<file path="src/rtl/vga_timing_pkg.sv">
// VGA 640x480@60 timing constants and receiver state encoding, shared with the
// VGA controller so both sides agree on one set of numbers.
package vga_timing_pkg;
  localparam int VGA_H_ACTIVE = 640;
  localparam int VGA_H_FP     = 16;
  localparam int VGA_H_SYNC   = 96;
  localparam int VGA_H_BP     = 48;
  localparam int VGA_H_TOTAL  = VGA_H_ACTIVE + VGA_H_FP + VGA_H_SYNC + VGA_H_BP;
  localparam int VGA_V_ACTIVE = 480;
  localparam int VGA_V_FP     = 10;
  localparam int VGA_V_SYNC   = 2;
  localparam int VGA_V_BP     = 33;
  localparam int VGA_V_TOTAL  = VGA_V_ACTIVE + VGA_V_FP + VGA_V_SYNC + VGA_V_BP;

  typedef enum logic [1:0] {
    SEARCH = 2'd0,
    H_LOCK = 2'd1,
    LOCKED = 2'd2
  } sync_state_t;
endpackage

</file>
<file path="src/rtl/sync_edge_detect.sv">
// Registers one active-low sync input and flags its falling and rising edges
// relative to the previous registered sample. Both registers idle high.
module sync_edge_detect (
  input  logic clk,
  input  logic reset,
  input  logic level,
  output logic fall,
  output logic rise
);
  logic cur, prev;

  always_ff @(posedge clk) begin
    if (reset) begin
      cur  <= 1'b1;
      prev <= 1'b1;
    end else begin
      cur  <= level;
      prev <= cur;
    end
  end

  assign fall = prev & ~cur;
  assign rise = ~prev & cur;
endmodule

</file>
<file path="src/rtl/vga_sync_receiver.sv">
// Recovers pixel coordinates from an incoming VGA sync stream, locking first to
// the line timing and then to the frame timing, and flags sync timing errors.
module vga_sync_receiver
  import vga_timing_pkg::*;
#(
  parameter int H_ACTIVE = VGA_H_ACTIVE,
  parameter int H_FP     = VGA_H_FP,
  parameter int H_SYNC   = VGA_H_SYNC,
  parameter int H_BP     = VGA_H_BP,
  parameter int V_ACTIVE = VGA_V_ACTIVE,
  parameter int V_FP     = VGA_V_FP,
  parameter int V_SYNC   = VGA_V_SYNC,
  parameter int V_BP     = VGA_V_BP
) (
  input  logic       clk,
  input  logic       reset,
  input  logic       h_sync,
  input  logic       v_sync,
  input  logic [2:0] RGB,
  output logic [9:0] pixel_x,
  output logic [9:0] pixel_y,
  output logic [2:0] pixel_rgb,
  output logic       pixel_valid,
  output logic       locked,
  output logic       frame_start,
  output logic       h_err,
  output logic       v_err
);
  localparam logic [9:0] X_ACT  = 10'(H_ACTIVE);
  localparam logic [9:0] X_HS0  = 10'(H_ACTIVE + H_FP);
  localparam logic [9:0] X_HS1  = 10'(H_ACTIVE + H_FP + H_SYNC);
  localparam logic [9:0] X_LAST = 10'(H_ACTIVE + H_FP + H_SYNC + H_BP - 1);
  localparam logic [9:0] Y_ACT  = 10'(V_ACTIVE);
  localparam logic [9:0] Y_VS0  = 10'(V_ACTIVE + V_FP);
  localparam logic [9:0] Y_VS1  = 10'(V_ACTIVE + V_FP + V_SYNC);
  localparam logic [9:0] Y_LAST = 10'(V_ACTIVE + V_FP + V_SYNC + V_BP - 1);

  logic        h_fall, h_rise, v_fall, v_rise;
  logic [2:0]  rgb_s;
  sync_state_t state, nstate;
  logic [9:0]  x_cnt, y_cnt, cur_x, cur_y;
  logic        have_fall, h_bad, v_bad, lock_next, in_active;

  sync_edge_detect u_h_edge (.clk(clk), .reset(reset), .level(h_sync), .fall(h_fall), .rise(h_rise));
  sync_edge_detect u_v_edge (.clk(clk), .reset(reset), .level(v_sync), .fall(v_fall), .rise(v_rise));

  always_comb begin
    // A sync fall pins the current sample to the start of its sync pulse.
    cur_x = h_fall ? X_HS0 : x_cnt;
    cur_y = (v_fall && state == H_LOCK) ? Y_VS0 : y_cnt;

    h_bad = (state != SEARCH) &&
            ((h_fall != (x_cnt == X_HS0)) || (h_rise && x_cnt != X_HS1));
    v_bad = 1'b0;
    if (state == H_LOCK)
      v_bad = v_fall && (x_cnt != '0);
    else if (state == LOCKED)
      v_bad = (v_fall != (y_cnt == Y_VS0 && x_cnt == '0)) ||
              (v_rise != (y_cnt == Y_VS1 && x_cnt == '0));

    nstate = state;
    if (h_bad)
      nstate = SEARCH;
    else
      case (state)
        SEARCH:  if (h_fall && have_fall && x_cnt == X_HS0) nstate = H_LOCK;
        H_LOCK:  if (v_fall && x_cnt == '0) nstate = LOCKED;
        LOCKED:  if (v_bad) nstate = H_LOCK;
        default: nstate = SEARCH;
      endcase

    lock_next = (nstate == LOCKED);
    in_active = (cur_x < X_ACT) && (cur_y < Y_ACT);
  end

  always_ff @(posedge clk) begin
    if (reset) begin
      state       <= SEARCH;
      x_cnt       <= '0;
      y_cnt       <= '0;
      have_fall   <= 1'b0;
      rgb_s       <= '0;
      pixel_x     <= '0;
      pixel_y     <= '0;
      pixel_rgb   <= '0;
      pixel_valid <= 1'b0;
      locked      <= 1'b0;
      frame_start <= 1'b0;
      h_err       <= 1'b0;
      v_err       <= 1'b0;
    end else begin
      state <= nstate;
      rgb_s <= RGB;
      x_cnt <= (cur_x == X_LAST) ? '0 : cur_x + 10'd1;
      if (cur_x == X_LAST)
        y_cnt <= (cur_y == Y_LAST) ? '0 : cur_y + 10'd1;
      else
        y_cnt <= cur_y;
      // Remembers a fall only until the column where the next one is due.
      have_fall   <= h_fall | (have_fall & (x_cnt != X_HS0));
      pixel_x     <= cur_x;
      pixel_y     <= cur_y;
      pixel_valid <= lock_next && in_active;
      pixel_rgb   <= (lock_next && in_active) ? rgb_s : 3'd0;
      locked      <= lock_next;
      frame_start <= lock_next && cur_x == '0 && cur_y == '0;
      h_err       <= h_bad;
      v_err       <= v_bad;
    end
  end
endmodule

</file>
<file path="config.mk">
export PLATFORM = sky130hd
export DESIGN_NAME = vga_sync_receiver
export DESIGN_NICKNAME = d
export VERILOG_FILES = /design/src/rtl/vga_timing_pkg.sv /design/src/rtl/sync_edge_detect.sv /design/src/rtl/vga_sync_receiver.sv
export SDC_FILE = /design/constraint.sdc
export NUM_CORES = 1
export LEC_CHECK = 0
export ABC_CLOCK_PERIOD_IN_PS = 4850
export CORE_MARGIN = 8
export CORE_UTILIZATION = 57
export DETAILED_ROUTE_END_ITERATION = 10
export GPL_TIMING_DRIVEN = 0
export PLACE_DENSITY_LB_ADDON = 0.08
export SLEW_MARGIN = 25
export SYNTH_ARGS = -nofsm -noshare
export SYNTH_HDL_FRONTEND = slang
export SYNTH_SLANG_ARGS = --single-unit
export TNS_END_PERCENT = 10
</file>
<file path="constraint.sdc">
create_clock -name clk -period 4.85 [get_ports clk]
set_clock_uncertainty 0.2 [all_clocks]
set_input_delay 1.455 -clock clk [delete_from_list [all_inputs] [get_ports clk]]
set_output_delay 1.455 -clock clk [all_outputs]
set_load 0.01 [all_outputs]
</file>
==> flow_metrics.py <==
metrics = {
    "run_status": {
        "status": "completed",
    },
    "yosys": {
        "ys.flop_type": "dfxtp_1",
        "netlist_area_mm2": 0.00238,
        "synthTopCellsByCount": "58 x dfxtp_1, 38 x nor2_1, 16 x nand2_1, 15 x a21oi_1, 13 x nor3_1",
        "synth-edff-count": 0,
        "yosys_warnings": 0,
        "yosys.area.top_type": "dfxtp_1",
        "syn_avg_cell_area_um2": 8.97,
        "yosysTopAreaCellShare_pct": 48.7,
        "netlist-cell-type-count": 43,
        "ys_async_sr_fraction_pct": 0,
        "ys_top_cells_by_area": "dfxtp_1 49%, nor2_1 6.0%, xnor2_1 4.0%",
        "yosysMostFrequentCell": "dfxtp_1",
        "ys_ff_latch": 58,
        "ys_seq_area_share_pct": 48.7,
        "synth_cells": 266,
        "synth_nets": 277,
    },
    "clock_tree": {
        "cts.path.max_buffers": 2,
        "cts.clk_slew.worst_paths_ns": 0.06,
        "clock-sinks": 58,
        "insertion_delay_ns": 0.34,
        "cts_tree": "done",
        "numCtsBuffers": 9,
        "clockRootBuffer": "clkbuf_8",
        "h-tree-depth": 3,
        "ctsHoldBuffers": 0,
        "post-cts-setup-buffers": 0,
        "ctsResizeCount": 0,
    },
    "die": {
        "die_h_um": 80.7,
        "rows": 23,
        "die_w_um": 80.7,
        "core_mm2": 0.00403,
        "die_area_mm2": 0.00651,
        "initial_core_util_pct": 59.2,
        "io_pins": 35,
    },
    "place": {
        "dp_hpwl_um": 3730,
        "place.gp.congestion": 0.912,
        "port_buffers": 34,
    },
    "final_layout": {
        "fillers": 329,
        "nets": 322,
        "drive_above_1_share_pct": 10.8,
        "area_delta_synth_final_pct": 24.6,
        "diodes": 0,
    },
    "hold_path": {
        "holdPathStages": 2,
        "holdPathEnd": "pixel_rgb[0]$_SDFF_PP0_",
        "holdCritStartpoint": "rgb_s[0]$_SDFF_PP0_",
        "hold_path_class": "register to register",
    },
    "power": {
        "fin_total_pwr_mw": 0.959,
        "power_density_mw_per_mm2": 323,
        "p_leak_nw": 1.08,
        "ir_drop_v": 0.000275,
    },
    "setup_path": {
        "crit_arrival_ns": 3.04,
        "worstRegToRegCells": 11,
        "critPathLaunchType": "input pin",
        "startpoint": "reset",
        "reg2reg_slack_ns": 1.88,
        "crit_fanout": 10,
        "worst-setup-path-type": "input pin to register",
        "cp.required_ns": 4.85,
        "r2r-start": "u_h_edge.cur$_SDFF_PP1_",
        "timing.rr.end": "y_cnt[9]$_SDFF_PP0_",
        "crit_path_end_kind": "register",
    },
    "detailed_routing": {
        "drt_drc_violations_left": 0,
        "wl_um": 5260,
        "viasPerCell": 5.49,
        "drt_iter0_drc": 160,
        "drt.antenna.violating_nets": 0,
        "firstDrtPassIters": 4,
        "wl_per_cell_um": 14.4,
        "vias": 2010,
    },
    "sta": {
        "hold_viol_final": 0,
        "finalCriticalPeriod_ns": 3.04,
        "rsz0062_at_grt": "no",
        "setup_viol": 0,
        "max_slew_margin_pct": 64.4,
        "timing.fmax_ghz": 0.328,
        "period_share_pct": 62.8,
        "worst_slew_pin_slew_ns": 0.533,
        "finalSetupTns_ns": 0,
        "slew_viol_final": 0,
    },
    "global_route": {
        "antenna_found_initial": 0,
        "grt_first_pass_wirelength_um": 8870,
        "grtUsageTotal_pct": 17.6,
        "grt_remaining_overflow": 0,
        "grt_max_degree": 11,
        "grt_pass1_vias": 1864,
    },
    "run": {
        "max-cap-violations": 0,
    },
}
## where the power goes
group | switching, mW | internal (mW)
Clock | 0.176 | 0.226
Combinational | 0.0341 | 0.0281
Sequential | 0.00868 | 0.487
Total | 0.219 | 0.740
## worst max-delay path: stages
cell and delay [ns]:
clkdlybuf4s50_1 0.58, clkbuf_1 0.40, buf_1 0.48, nor3_1 0.12
## cells in the final DEF, fill, tap and decap left out, types with 3 or more instances in the layout
master            n
ha_1              4
nor3_1           13
clkdlybuf4s50_1  34
a21oi_1          15
inv_1            11
nor4_1            3
dfxtp_1          58
a31oi_1           3
xnor2_1          11
buf_2             3
nand4_1           7
nand3_1          12
and2_1            8
nand2_1          16
or2_2             5
nor2_1           38
clkbuf_8         12
xor2_1            6
o21ai_0           7
clkbuf_1          8
nor2b_1           6
## how the worst max path moves through the flow
stage | slack (ns) | end
after global routing | 1.59 | y_cnt[8]$_SDFF_PP0_
final | 1.81 | h_err$_SDFF_PP0_
after floorplan | 2.43 | y_cnt[4]$_SDFF_PP0_
after CTS | 1.78 | h_err$_SDFF_PP0_
after global placement | 1.44 | h_err$_SDFF_PP0_
after detailed placement | 1.43 | h_err$_SDFF_PP0_
## per-layer routing
| layer | vias up | global-route usage [%] | share of wire (%) |
|---|---|---|---|
| li1 | 989 | - | - |
| met1 | 932 | 21.7 | 44 |
| met2 | 76 | 25.7 | 44 |
| met3 | 13 | 6.25 | 8.5 |
| met4 | 0 | 10.7 | 2.7 |
| met5 | - | 0 | 0 |
## cell families after synthesis
group | count (synthesis) | synth area share, %
xor+xnor | 17 | 6.24
buf+inv | 22 | 3.62
mux | 2 | 0.839
simple gates | 131 | 30.6
fa+ha+maj | 4 | 2.10
flops | 58 | 48.7
compound gates | 32 | 7.92
## through the flow
stage	setup WS [ns]	util, %	cell area [um2]	hold WS (ns)	cells
2_1_floorplan	2.43	-	2380	0.200	266
3_3_place_gp	1.44	69.2	2790	0.211	350
3_5_place_dp	1.43	69.2	2790	0.222	350
4_1_cts	1.78	73.7	2970	0.231	366
5_1_grt	1.59	73.7	2970	0.255	366
6_report	1.81	73.7	2970	0.226	366
## final cells by class
class                      count  area, um2  share of cell area, %
sequential                    58       1160                   39.1
multi-input combinational    186       1140                   38.3
timing repair buffer          34        340                   11.5
clock buffer                  14        173                   5.81
tap                           50       62.6                   2.11
buffer                        11       45.0                   1.52
inverter                      11       41.3                   1.39
clock inverter                 2       10.0                  0.337
## sequential cells by signal (all words and copies together), names as in the netlist
signal	flops
have_fall	1
frame_start	1
v_err	1
y_cnt	10
h_err	1
pixel_valid	1
rgb_s	3
pixel_rgb	3
u_v_edge.prev	1
u_h_edge.prev	1
u_v_edge.cur	1
u_h_edge.cur	1
pixel_y	10
x_cnt	10
state	2
pixel_x	10
locked	1
(Power assumes the default switching activity.)
